File: src/rtl/wb_arb_pkg.sv
// Shared definitions for the Wishbone bus arbiter: FSM state encoding and
// the default master slot assignment (icache, dcache, LSU).
package wb_arb_pkg;

    typedef enum logic [1:0] {
        IDLE  = 2'd0,
        BUSY  = 2'd1,
        FLUSH = 2'd2
    } arb_state_e;

    localparam int MST_ICACHE = 0;
    localparam int MST_DCACHE = 1;
    localparam int MST_LSU    = 2;

endpackage

File: src/rtl/wb_bus_arbiter_rr_picker.sv
// Combinational round-robin picker: first set request scanning ptr, ptr+1, ...
// modulo N; returns the winner one-hot and as an index.
module rr_picker #(
    parameter int N = 3
) (
    input  logic [N-1:0]         req,
    input  logic [$clog2(N)-1:0] ptr,
    output logic [N-1:0]         gnt,
    output logic [$clog2(N)-1:0] idx
);

    localparam int IDX_W = $clog2(N);

    // Scan from the farthest candidate back to ptr so the closest requester wins last
    always_comb begin
        gnt = '0;
        idx = '0;
        for (int k = N - 1; k >= 0; k--) begin
            int cand;
            cand = (int'(ptr) + k) % N;
            if (req[cand]) begin
                gnt       = '0;
                gnt[cand] = 1'b1;
                idx       = IDX_W'(cand);
            end else begin
                gnt = gnt;
            end
        end
    end

endmodule

File: src/rtl/wb_bus_arbiter.sv
// Round-robin arbiter sharing one classic Wishbone slave port between N masters;
// the grant is held for the whole bus cycle. Optional watchdog: WB_ARB_TIMEOUT_EN.
module wb_bus_arbiter
    import wb_arb_pkg::*;
#(
    parameter int N_MASTERS = 3,
    parameter int ADDR_W    = 32,
    parameter int DATA_W    = 32,
    parameter int TIMEOUT   = 64
) (
    input  logic                            clk,
    input  logic                            rstn_i,
    input  logic [N_MASTERS-1:0]            m_cyc_i,
    input  logic [N_MASTERS-1:0]            m_stb_i,
    input  logic [N_MASTERS-1:0]            m_we_i,
    input  logic [N_MASTERS*(DATA_W/8)-1:0] m_sel_i,
    input  logic [N_MASTERS*ADDR_W-1:0]     m_adr_i,
    input  logic [N_MASTERS*DATA_W-1:0]     m_dat_i,
    output logic [DATA_W-1:0]               m_dat_o,
    output logic [N_MASTERS-1:0]            m_ack_o,
    output logic [N_MASTERS-1:0]            m_err_o,
    output logic                            s_cyc_o,
    output logic                            s_stb_o,
    output logic                            s_we_o,
    output logic [DATA_W/8-1:0]             s_sel_o,
    output logic [ADDR_W-1:0]               s_adr_o,
    output logic [DATA_W-1:0]               s_dat_o,
    input  logic [DATA_W-1:0]               s_dat_i,
    input  logic                            s_ack_i,
    input  logic                            s_err_i,
    output logic [N_MASTERS-1:0]            gnt_o
);

    localparam int SEL_W = DATA_W / 8;
    localparam int IDX_W = $clog2(N_MASTERS);

    if (N_MASTERS < 2 || N_MASTERS > 8 || TIMEOUT < 1) begin : g_param_check
        $error("wb_bus_arbiter: N_MASTERS must be 2..8 and TIMEOUT >= 1");
    end

    arb_state_e           state_r, state_nxt_s;
    logic [N_MASTERS-1:0] gnt_r, gnt_nxt_s, pick_gnt_s;
    logic [IDX_W-1:0]     idx_r, idx_nxt_s, pick_idx_s;
    logic [IDX_W-1:0]     rr_ptr_r, rr_ptr_nxt_s, idx_inc_s;
    logic                 busy_s, owner_cyc_s, timeout_s, cyc_en_s;

    rr_picker #(.N(N_MASTERS)) u_picker (
        .req (m_cyc_i),
        .ptr (rr_ptr_r),
        .gnt (pick_gnt_s),
        .idx (pick_idx_s)
    );

    assign busy_s      = (state_r == BUSY);
    assign owner_cyc_s = m_cyc_i[idx_r];
    assign idx_inc_s   = (idx_r == IDX_W'(N_MASTERS - 1)) ? '0 : idx_r + IDX_W'(1);
    assign cyc_en_s    = busy_s && owner_cyc_s && !timeout_s;
    assign gnt_o       = gnt_r;

`ifdef WB_ARB_TIMEOUT_EN
    localparam int TO_W = $clog2(TIMEOUT + 1);
    logic [TO_W-1:0] to_cnt_r;
    logic            stall_s;

    assign stall_s   = busy_s && owner_cyc_s && m_stb_i[idx_r] && !s_ack_i && !s_err_i;
    assign timeout_s = stall_s && (to_cnt_r == TO_W'(TIMEOUT - 1));

    // Watchdog: counts stalled strobe cycles of the owner, cleared on any response
    always_ff @(posedge clk or negedge rstn_i) begin
        if (!rstn_i) begin
            to_cnt_r <= '0;
        end else if (!busy_s || s_ack_i || s_err_i || timeout_s) begin
            to_cnt_r <= '0;
        end else if (stall_s) begin
            to_cnt_r <= to_cnt_r + TO_W'(1);
        end else begin
            to_cnt_r <= to_cnt_r;
        end
    end
`else
    assign timeout_s = 1'b0;
`endif

    // Arbitration state, current owner and round-robin pointer
    always_ff @(posedge clk or negedge rstn_i) begin
        if (!rstn_i) begin
            state_r  <= IDLE;
            gnt_r    <= '0;
            idx_r    <= '0;
            rr_ptr_r <= '0;
        end else begin
            state_r  <= state_nxt_s;
            gnt_r    <= gnt_nxt_s;
            idx_r    <= idx_nxt_s;
            rr_ptr_r <= rr_ptr_nxt_s;
        end
    end

    // Next-state: grant on any request, release once the owner drops cyc
    always_comb begin
        state_nxt_s  = state_r;
        gnt_nxt_s    = gnt_r;
        idx_nxt_s    = idx_r;
        rr_ptr_nxt_s = rr_ptr_r;
        case (state_r)
            IDLE: begin
                if (|m_cyc_i) begin
                    state_nxt_s = BUSY;
                    gnt_nxt_s   = pick_gnt_s;
                    idx_nxt_s   = pick_idx_s;
                end else begin
                    state_nxt_s = IDLE;
                end
            end
            BUSY: begin
                if (!owner_cyc_s) begin
                    state_nxt_s  = IDLE;
                    gnt_nxt_s    = '0;
                    idx_nxt_s    = '0;
                    rr_ptr_nxt_s = idx_inc_s;
                end else if (timeout_s) begin
                    state_nxt_s = FLUSH;
                end else begin
                    state_nxt_s = BUSY;
                end
            end
`ifdef WB_ARB_TIMEOUT_EN
            FLUSH: begin
                if (!owner_cyc_s) begin
                    state_nxt_s  = IDLE;
                    gnt_nxt_s    = '0;
                    idx_nxt_s    = '0;
                    rr_ptr_nxt_s = idx_inc_s;
                end else begin
                    state_nxt_s = FLUSH;
                end
            end
`endif
            default: begin
                state_nxt_s = IDLE;
                gnt_nxt_s   = '0;
                idx_nxt_s   = '0;
            end
        endcase
    end

    // Slave-side mux from the owner and response routing back to it alone
    always_comb begin
        s_cyc_o = 1'b0;
        s_stb_o = 1'b0;
        s_we_o  = 1'b0;
        s_sel_o = '0;
        s_adr_o = '0;
        s_dat_o = '0;
        m_dat_o = '0;
        m_ack_o = '0;
        m_err_o = '0;
        if (busy_s) begin
            s_cyc_o        = cyc_en_s;
            s_stb_o        = cyc_en_s && m_stb_i[idx_r];
            s_we_o         = cyc_en_s && m_we_i[idx_r];
            s_sel_o        = m_sel_i[idx_r*SEL_W +: SEL_W];
            s_adr_o        = m_adr_i[idx_r*ADDR_W +: ADDR_W];
            s_dat_o        = m_dat_i[idx_r*DATA_W +: DATA_W];
            m_dat_o        = s_dat_i;
            m_ack_o[idx_r] = s_ack_i;
            m_err_o[idx_r] = s_err_i || timeout_s;
        end else begin
            s_cyc_o = 1'b0;
        end
    end

endmodule

File: config.mk
export PLATFORM = sky130hd
export DESIGN_NAME = wb_bus_arbiter
export DESIGN_NICKNAME = d
export VERILOG_FILES = /design/src/rtl/wb_arb_pkg.sv /design/src/rtl/wb_bus_arbiter_rr_picker.sv /design/src/rtl/wb_bus_arbiter.sv
export SDC_FILE = /design/constraint.sdc
export NUM_CORES = 1
export LEC_CHECK = 0
export ABC_AREA = 1
export ABC_CLOCK_PERIOD_IN_PS = 1800
export BUFFER_PORTS_ARGS = -buffer_cell sky130_fd_sc_hd__buf_2
export CAP_MARGIN = 40
export CORE_AREA = 2 2 141 143
export DETAILED_ROUTE_END_ITERATION = 8
export DIE_AREA = 0 0 143 145
export PLACE_DENSITY_LB_ADDON = 0.25
export SYNTH_ARGS = -nofsm -noshare
export SYNTH_HDL_FRONTEND = slang
export SYNTH_SLANG_ARGS = --single-unit
File: constraint.sdc
create_clock -name clk -period 1.8 [get_ports clk]
set_input_delay 0.09 -clock clk [delete_from_list [all_inputs] [get_ports clk]]
set_output_delay 0.09 -clock clk [all_outputs]
set_load 0.03 [all_outputs]
==> flow_metrics.tcl, run 1 <==
set metrics [dict create \
    status "finished, final reports clean" \
    synthXorXnorAreaFrac 0 \
    setup_viol 0 \
    grt_pass1_vias 4349 \
    drive_above_1_share 0.415 \
    cts_tree "yes" \
    syn_area_um2 2640 \
    finalCritPeriodShare 0.966 \
    synthDistinctLibCells 14 \
    synth_warnings 0 \
    powerDensity_nw_per_um2 1650 \
    synth_top_family_by_area "simple AND/OR/NAND/NOR gates" \
    avgSynthCellArea_um2 4.30 \
    vias_per_cell 3.96 \
    grt_max_degree 63 \
    antenna_cells 0 \
    instances_no_fill 1231 \
    wl_per_cell_um 12.9 \
    postRouteAntennaNets 0 \
    num_rows 51 \
    rsz0062_at_grt "yes" \
    report.final.slew_viol_count 0 \
    yosysMostFrequentCell "nand2_1" \
    muxShareOfSynthArea 0 \
    design.die.area_um2 20700 \
    clk_pin_slew_ns 0.04 \
    grt_overflow_total 0 \
    root_buffer "clkbuf_16" \
    grt_first_pass_wirelength_mm 21.1 \
    synth-compound-area-share 0.0180 \
    start_util 0.137 \
    synth_largest_area_cell "nand2_1" \
    required_ns 1.71 \
    period_minus_slack_ns 1.74 \
    seq_area_um2 206 \
    synth-seq-cells 8 \
    cp.arrival_ns 1.65 \
    nets 1218 \
    holdWs_ns 0.240 \
    path_class "flop to primary output" \
    finalHoldViolations 0 \
    fmax_mhz 575 \
    end_kind "primary output" \
    start_kind "flop" \
    place_hpwl_mm 11.6 \
    portBuffers 360 \
    antenna_found_initial 0 \
    track_usage 0.123 \
    placed_cell_area_um2 4800 \
    drc 0 \
    die_h_um 145 \
    num_vias 4875 \
    fin_area_um2 5330 \
    skew_ns 0.00335 \
    ys_top_cells_by_count "nand2_1, inv_1, nand3_1, clkbuf_1, buf_2" \
    max_cap_viol_count 0 \
    async_flop_share 1.00 \
    tightest_slew_ns 0.431 \
    die_w_um 143 \
    syn_to_final_growth_pct 102 \
    power_mw 8.77 \
    seq_area_frac_synth 0.0758 \
    drtPass1Iterations 5 \
    cts_made_buffers 3 \
    clk_latency_ns 0.24 \
    slew_headroom 0.712 \
    fp.coreArea_um2 19200 \
    drt_iter0_drc 158 \
    ctsHtreeMaxLevel 1 \
    multiInputGateArea_um2 1900 \
    ys.flop_type "dfrtp_1" \
    synth_nets 865 \
    post-synth-top-area-fraction 0.499 \
    syn_inst 614 \
    power.leakage_nw 3.73 \
    wl_mm 15.9 \
    fillers 2201 \
    synth_edf_count 0 \
    placedCellCount 1215 \
    gp_congestion 0.847 \
    cts_sinks 8 \
    irDropWorstVdd_mv 0.671 \
    synthAdderAreaFrac 0.00948 \
    path_max_fanout 19 \
    hp-class "input pin to async pin" \
    num_io_pins 361 \
    clk_path_buf_depth 2 \
    yosys.area_share.simple 0.677 \
    yosys-top-cells-area "nand2_1, inv_1, nand3_1" \
]
what timing repair did:
action / 4_1_cts / 5_1_grt
resized for setup: 3 / 133
pin swaps: 1 / 3
setup endpoints to repair: 6 / 39
buffers inserted: 0 / 4
gates cloned: 0 / 7
hold buffers: 1 / 0
hold endpoints to repair: 8 / 0
worst max-delay path: stages (launching register included):
cell	delay, ns
dfrtp_2	0.43
inv_2	0.06
nor2_4	0.18
buf_6	0.13
clkbuf_16	0.18
nand2_1	0.06
nand3_1	0.07
nand2_1	0.05
inv_1	0.06
clkbuf_4	0.18
layer usage:
layer,GRT usage,up-vias,part of all wire,wire length [um]
met1,0.148,2153,0.42,6730
met3,0.0139,11,0.063,1010
met5,0,-,0,0
met4,0.0144,0,0.0058,93
met2,0.235,216,0.51,8110
li1,-,2495,-,-
logic make-up after synthesis:
logic type	count (synthesis)
flip-flops	8
AO/OA/AOI/OAI	9
adder cells (fa/ha/maj)	2
AND/OR/NAND/NOR	445
buffers and inverters	150
cells in the final DEF (no fill, tap or decap), types with 8 or more instances in the layout:
cell type	synthesis	routed
nand2_1	351	348
buf_2	14	297
inv_1	118	113
nand3_1	79	76
buf_4	0	45
clkbuf_4	0	12
buf_12	0	10
clkbuf_16	0	9
buf_6	0	9
nor2_1	8	8
metrics by stage:
| step | setup slack, ns | utilization | TNS (ns) |
|---|---|---|---|
| 2_1_floorplan | 0.106 | - | 0 |
| 3_3_place_gp | 0.218 | 0.250 | 0 |
| 3_5_place_dp | 0.204 | 0.250 | 0 |
| 4_1_cts | 0.0152 | 0.255 | 0 |
| 5_1_grt | -0.0292 | 0.278 | -0.129 |
| 6_report | 0.0604 | 0.278 | 0 |
final timing paths:
check / slack [ns] / startpoint / endpoint / cells after the start
hold / removal: 0.24 / rstn_i / gnt_o[0] / 2
min in group clk: 0.38 / m_cyc_i[0] / gnt_o[0] / 7
setup reg to reg: 0.30 / rr_ptr_r[0] / idx_r[0] / 10
setup / recovery: 0.06 / idx_r[1] / s_adr_o[12] / 9
hold reg to reg: 0.48 / gnt_o[2] / gnt_o[2] / 2
max in group asynchronous: 1.36 / rstn_i / state_r[0] / 2
power breakdown:
group / leakage, nW / switching [mW] / internal (mW)
Clock: 0.0382 / 0.0994 / 0.296
Sequential: 0.0983 / 0.0881 / 0.266
Combinational: 3.60 / 5.18 / 2.85
Total: 3.73 / 5.37 / 3.41
sequential cells by signal (all words and copies together), names as in the netlist:
register	cells
idx_r	2
gnt_o	3
rr_ptr_r	2
state_r	1
area by class of cell:
type / count / area share
Timing Repair Buffer: 380 / 0.446
Tap cell: 265 / 0.0622
Clock buffer: 4 / 0.0148
Inverter: 118 / 0.0831
Sequential cell: 8 / 0.0387
Multi-Input combinational cell: 456 / 0.356
Power figures use the tool's default switching activity.
==> run 2: changes to the inputs <==
--- a/config.mk
+++ b/config.mk
@@ -6,12 +6,14 @@
 export NUM_CORES = 1
 export LEC_CHECK = 0
 export ABC_AREA = 1
-export ABC_CLOCK_PERIOD_IN_PS = 1800
 export BUFFER_PORTS_ARGS = -buffer_cell sky130_fd_sc_hd__buf_2
 export CAP_MARGIN = 40
-export CORE_AREA = 2 2 141 143
+export CELL_PAD_IN_SITES_DETAIL_PLACEMENT = 0
+export CELL_PAD_IN_SITES_GLOBAL_PLACEMENT = 1
+export CORE_AREA = 2 2 140 142
+export CTS_CLUSTER_SIZE = 20
 export DETAILED_ROUTE_END_ITERATION = 8
-export DIE_AREA = 0 0 143 145
+export DIE_AREA = 0 0 142 144
 export PLACE_DENSITY_LB_ADDON = 0.25
 export SYNTH_ARGS = -nofsm -noshare
 export SYNTH_HDL_FRONTEND = slang
==> flow_metrics.tcl, run 2 (synthesized netlist as in run 1, its figures left out) <==
set metrics [dict create \
    status "finished, final reports clean" \
    num_vias 4944 \
    placed_cell_area_um2 4780 \
    p_comb_frac 0.922 \
    die_h_um 144 \
    grt_first_pass_wirelength_mm 22.6 \
    irDropWorstVdd_mv 0.787 \
    seq_area_um2 206 \
    grt_overflow_total 0 \
    fin_util 0.302 \
    fp.coreArea_um2 19100 \
    portBuffers 360 \
    num_rows 51 \
    num_io_pins 361 \
    clk_pin_slew_ns 0.04 \
    netSwitchingFraction 0.588 \
    vias_per_cell 4.06 \
    fin_area_um2 5770 \
    p_sw_mw 5.73 \
    cellInternalPower_mw 4.02 \
    finalHoldViolations 0 \
    start_util 0.138 \
    drc 0 \
    wl_mm 18.3 \
    largest_register_ffs 3 \
    skew_ns 0.00255 \
    place_hpwl_mm 12.4 \
    nets 1232 \
    grt_max_degree 56 \
    drtPass1Iterations 4 \
    postRouteAntennaNets 0 \
    ctsHtreeMaxLevel 1 \
    syn_to_final_growth_pct 118 \
    finalCritPeriodShare 0.965 \
    grt_pass1_vias 4402 \
    powerDensity_nw_per_um2 1690 \
    r2r_end "idx_r[1]" \
    drive_above_1_share 0.458 \
    design.die.area_um2 20400 \
    fmax_mhz 576 \
    r2r_slack_ns 0.27 \
    final_cell_mix "nand2_1, buf_2, inv_1" \
    cts_tree "yes" \
    root_buffer "clkbuf_16" \
    period_minus_slack_ns 1.74 \
    reg2reg_depth 9 \
    setup_viol 0 \
    seqPwrFrac 0.038 \
    clk_path_buf_depth 2 \
    cts_made_buffers 3 \
    power_mw 9.75 \
    antenna_found_initial 2 \
    report.final.slew_viol_count 0 \
    hp-class "input pin to async pin" \
    track_usage 0.138 \
    reg2reg_from "rr_ptr_r[0]" \
    power_frac_clock 0.040 \
    rsz0062_at_grt "yes" \
    cp.arrival_ns 1.65 \
    path_class "flop to primary output" \
    max_cap_viol_count 0 \
    slew_headroom 0.825 \
    fillers 2233 \
    clk_latency_ns 0.23 \
    path_max_fanout 12 \
    cts_sinks 8 \
    required_ns 1.71 \
    wl_per_cell_um 15.0 \
    gp_congestion 0.793 \
    tightest_slew_ns 0.262 \
    antenna_cells 0 \
    final_common_cell "nand2_1" \
    multiInputGateArea_um2 2000 \
    drt_iter0_drc 173 \
    power.leakage_nw 3.93 \
    start_kind "flop" \
    end_kind "primary output" \
    die_w_um 142 \
]
==> run 2: power groups by stage <==
stage               clock, mW  combinational, mW  sequential (mW)
finish                  0.386               8.99            0.374
global route            0.412               9.74            0.387
CTS                     0.392               7.45            0.369
detailed placement          0               7.11            0.367
global placement            0               7.18            0.364
floorplan                   0               4.77            0.355
==> run 2: timing repair <==
| item | in CTS | in global routing |
|---|---|---|
| hold buffers | 1 | 0 |
| pin swaps | 2 | 22 |
| resized for setup | 16 | 194 |
| gates cloned | 2 | 13 |
| buffers inserted | 4 | 4 |
| endpoints found under the hold margin | 8 | 0 |
| setup endpoints to repair | 38 | 72 |
==> run 2: worst max-delay path: stages (launching register included) <==
cell and delay (ns):
dfrtp_2 0.45, nor2_4 0.20, buf_12 0.16, clkbuf_16 0.18, nand2_1 0.06, nand3_1 0.07, nand2_1 0.05, inv_1 0.06
clkbuf_4 0.17
==> run 2: how the worst max path moves through the flow <==
| stage | slack [ns] | cells past startpoint | from | end |
|---|---|---|---|---|
| global placement | 0.18 | 8 | idx_r[0] | s_dat_o[12] |
| detailed placement | 0.17 | 8 | idx_r[0] | s_dat_o[16] |
| global route | -0.03 | 8 | idx_r[0] | s_stb_o |
| floorplan | 0.11 | 4 | idx_r[0] | s_we_o |
| CTS | 0.001 | 9 | idx_r[1] | s_adr_o[20] |
| finish | 0.06 | 8 | idx_r[1] | s_adr_o[27] |
==> run 2: routing by layer <==
metal,global-route usage,wire [um],up-vias
met5,0,27,-
met4,0.00632,335,4
met3,0.0288,1280,17
met2,0.277,9450,205
met1,0.155,7200,2190
li1,-,-,2528
==> run 2: cell type report <==
| cell class | instances | share of cell area |
|---|---|---|
| Clock buffer | 4 | 0.0137 |
| Multi-Input combinational cell | 456 | 0.346 |
| Sequential cell | 8 | 0.0358 |
| Tap cell | 238 | 0.0516 |
| Timing Repair Buffer | 394 | 0.476 |
| Inverter | 118 | 0.0768 |
==> run 2: per-stage QoR <==
stage                     instances  setup WS [ns]  setup TNS, ns  hold WS [ns]
after CTS                      1201        0.00141              0         0.245
after global routing           1218        -0.0324         -0.318         0.263
after global placement         1190          0.182              0       -0.0496
after floorplan                 614          0.106              0        -0.206
final                          1218         0.0632              0         0.238
after detailed placement       1190          0.165              0       -0.0433
==> run 3: changes to the inputs <==
--- a/config.mk
+++ b/config.mk
@@ -5,15 +5,15 @@
 export SDC_FILE = /design/constraint.sdc
 export NUM_CORES = 1
 export LEC_CHECK = 0
-export ABC_AREA = 1
-export BUFFER_PORTS_ARGS = -buffer_cell sky130_fd_sc_hd__buf_2
+export BUFFER_PORTS_ARGS = -buffer_cell sky130_fd_sc_hd__clkbuf_2
 export CAP_MARGIN = 40
 export CELL_PAD_IN_SITES_DETAIL_PLACEMENT = 0
 export CELL_PAD_IN_SITES_GLOBAL_PLACEMENT = 1
-export CORE_AREA = 2 2 140 142
+export CORE_AREA = 2 2 139 141
+export CTS_CLUSTER_DIAMETER = 80
 export CTS_CLUSTER_SIZE = 20
 export DETAILED_ROUTE_END_ITERATION = 8
-export DIE_AREA = 0 0 142 144
+export DIE_AREA = 0 0 141 143
 export PLACE_DENSITY_LB_ADDON = 0.25
 export SYNTH_ARGS = -nofsm -noshare
 export SYNTH_HDL_FRONTEND = slang
==> flow_metrics.tcl, run 3 <==
set metrics [dict create \
    required_ns 1.71 \
    syn_to_final_growth_pct 109 \
    hp-class "input pin to async pin" \
    num_vias 4320 \
    fin_area_um2 5480 \
    place_hpwl_mm 12.4 \
    root_buffer "clkbuf_16" \
    finalCritPeriodShare 1.02 \
    postRouteAntennaNets 0 \
    p_sw_mw 4.90 \
    drc 0 \
    drt_iter0_drc 113 \
    die_w_um 141 \
    finalHoldViolations 0 \
    design.die.area_um2 20200 \
    clk_path_buf_depth 2 \
    rsz0062_at_grt "yes" \
    nets 1041 \
    path_max_fanout 7 \
    num_rows 50 \
    cp.arrival_ns 1.75 \
    placed_cell_area_um2 4780 \
    start_util 0.141 \
    fp.coreArea_um2 18600 \
    yosysMostFrequentCell "nor2_1" \
    setup_viol 17 \
    powerDensity_nw_per_um2 1560 \
    ctsHtreeMaxLevel 1 \
    antenna_found_initial 0 \
    grt_first_pass_wirelength_mm 21.7 \
    start_kind "flop" \
    vias_per_cell 4.22 \
    wl_per_cell_um 15.6 \
    grt_pass1_vias 4053 \
    end_kind "primary output" \
    skew_ns 0.00101 \
    largest_register_ffs 3 \
    async_flop_share 1.00 \
    wl_mm 15.9 \
    cts_tree "yes" \
    cellInternalPower_mw 3.64 \
    status "complete, but fails checks" \
    path_class "flop to primary output" \
    post-synth-top-area-fraction 0.279 \
    critPathSlowestCell "dfrtp_4" \
    worst_slack_ns -0.0447 \
    die_h_um 143 \
    slew_headroom 0.752 \
    power.leakage_nw 2.92 \
    final_common_cell "clkbuf_2" \
    drtPass1Iterations 4 \
    reg2reg_depth 6 \
    track_usage 0.135 \
    portBuffers 360 \
    synth_nets 675 \
    power_frac_clock 0.046 \
    fmax_mhz 542 \
    period_minus_slack_ns 1.84 \
    tightest_slew_ns 0.370 \
    max_stage_delay_ns 0.53 \
    seqPwrFrac 0.041 \
    synth_edf_count 0 \
    synth_warnings 0 \
    synthDistinctLibCells 34 \
    p_comb_frac 0.913 \
    seq_area_frac_synth 0.0764 \
    yosys-top-cells-area "mux2i_1, nor2_1, a21oi_1" \
    gp_congestion 0.784 \
    report.final.slew_viol_count 0 \
    clk_pin_slew_ns 0.04 \
    final_cell_mix "clkbuf_2, nor2_1, a21oi_1, mux2i_1, buf_4" \
    ys_top_cells_by_count "nor2_1, a21oi_1, mux2i_1, and2_1, clkbuf_1" \
    violations "negative setup slack" \
    irDropWorstVdd_mv 0.687 \
    num_io_pins 361 \
    grt_overflow_total 0 \
    avgSynthCellArea_um2 6.18 \
    clk_latency_ns 0.23 \
    cts_made_buffers 3 \
    crit_top_cell "nor2_1" \
    synth-seq-cells 8 \
    holdWs_ns 0.240 \
    grt_max_degree 50 \
    netSwitchingFraction 0.574 \
    drive_above_1_share 0.561 \
    synth_largest_area_cell "mux2i_1" \
    syn_inst 424 \
    ys.flop_type "dfrtp_1" \
    cts_sinks 8 \
    path_cells "buf_12 -> clkbuf_16 -> mux2i_1 -> nor2_1 -> a21oi_1 -> nor2_1 -> buf_4" \
    antenna_cells 0 \
    max_cap_viol_count 0 \
    syn_area_um2 2620 \
]
run 3: cell count changes after synthesis, sizes merged, moves of 32 or more:
cell	before	now
nand3	79	0
a21oi	2	73
inv	118	4
nand2	353	7
nor2	11	149
mux2i	0	73
and2	0	32
run 3: kinds of logic (layout without fill, tap and decap cells):
group	after synthesis	count (layout)	share of synthesized area
DFF	8	8	0.0764
and+or+nand+nor	205	205	0.345
muxes	74	74	0.285
buffers and inverters	44	409	0.0889
adders and majority gates	2	2	0.00955
AOI/OAI and AO/OA	91	91	0.195
run 3: area by class of cell:
type | instances | area, um2
multi-input combinational | 372 | 2330
sequential | 8 | 205
fill | 2119 | 13100
timing repair buffer | 400 | 2550
tap | 234 | 293
clock buffer | 4 | 78.8
inverter | 5 | 18.8
run 3: repair_timing:
item	CTS	global route
hold endpoints to repair	8	0
hold buffers	1	0
resized for setup	52	135
setup endpoints to repair	58	75
setup buffers	2	7
cloned	0	7
pin swaps	1	33
run 3: routing by layer:
metal,track usage,up-vias,routed length (um)
met2,0.255,239,8180
met5,0,-,0
li1,-,2150,-
met1,0.161,1912,6400
met3,0.0218,19,1120
met4,0.0284,0,231
run 3: worst max-delay path: cells and delay by family (launching register included):
| kind | cells | cell delay, ns |
|---|---|---|
| buffers and inverters | 3 | 0.52 |
| and+or+nand+nor | 2 | 0.27 |
| DFF | 1 | 0.53 |
| AOI/OAI and AO/OA | 1 | 0.06 |
| muxes | 1 | 0.12 |
run 3: final timing paths:
path / start / to / slack [ns]
worst min-delay path: rstn_i / idx_r[1] / 0.24
worst max register to register: rr_ptr_r[1] / gnt_o[1] / 0.16
max in group asynchronous: rstn_i / idx_r[1] / 1.35
worst max-delay path: idx_r[1] / s_adr_o[3] / -0.04
min in group clk: m_cyc_i[1] / state_r[0] / 0.30
worst min register to register: gnt_o[1] / gnt_o[1] / 0.48
run 3: power groups by stage:
stage	combinational [mW]	sequential (mW)	clock (mW)
6_report	7.80	0.347	0.392
5_1_grt	8.36	0.362	0.415
4_1_cts	7.18	0.369	0.400
3_5_place_dp	6.79	0.369	0
3_3_place_gp	6.84	0.372	0
2_1_floorplan	4.61	0.325	0
run 3: stage by stage:
stage          total power [mW]  instances  setup slack, ns   util  TNS (ns)
2_1_floorplan              4.94        424            0.214      -         0
3_3_place_gp               7.21       1002           0.0417  0.258         0
3_5_place_dp               7.16       1002           0.0867  0.258         0
4_1_cts                    7.95       1009          -0.0643  0.273    -0.413
5_1_grt                    9.14       1023           -0.122  0.295     -4.52
6_report                   8.54       1023          -0.0447  0.295    -0.285
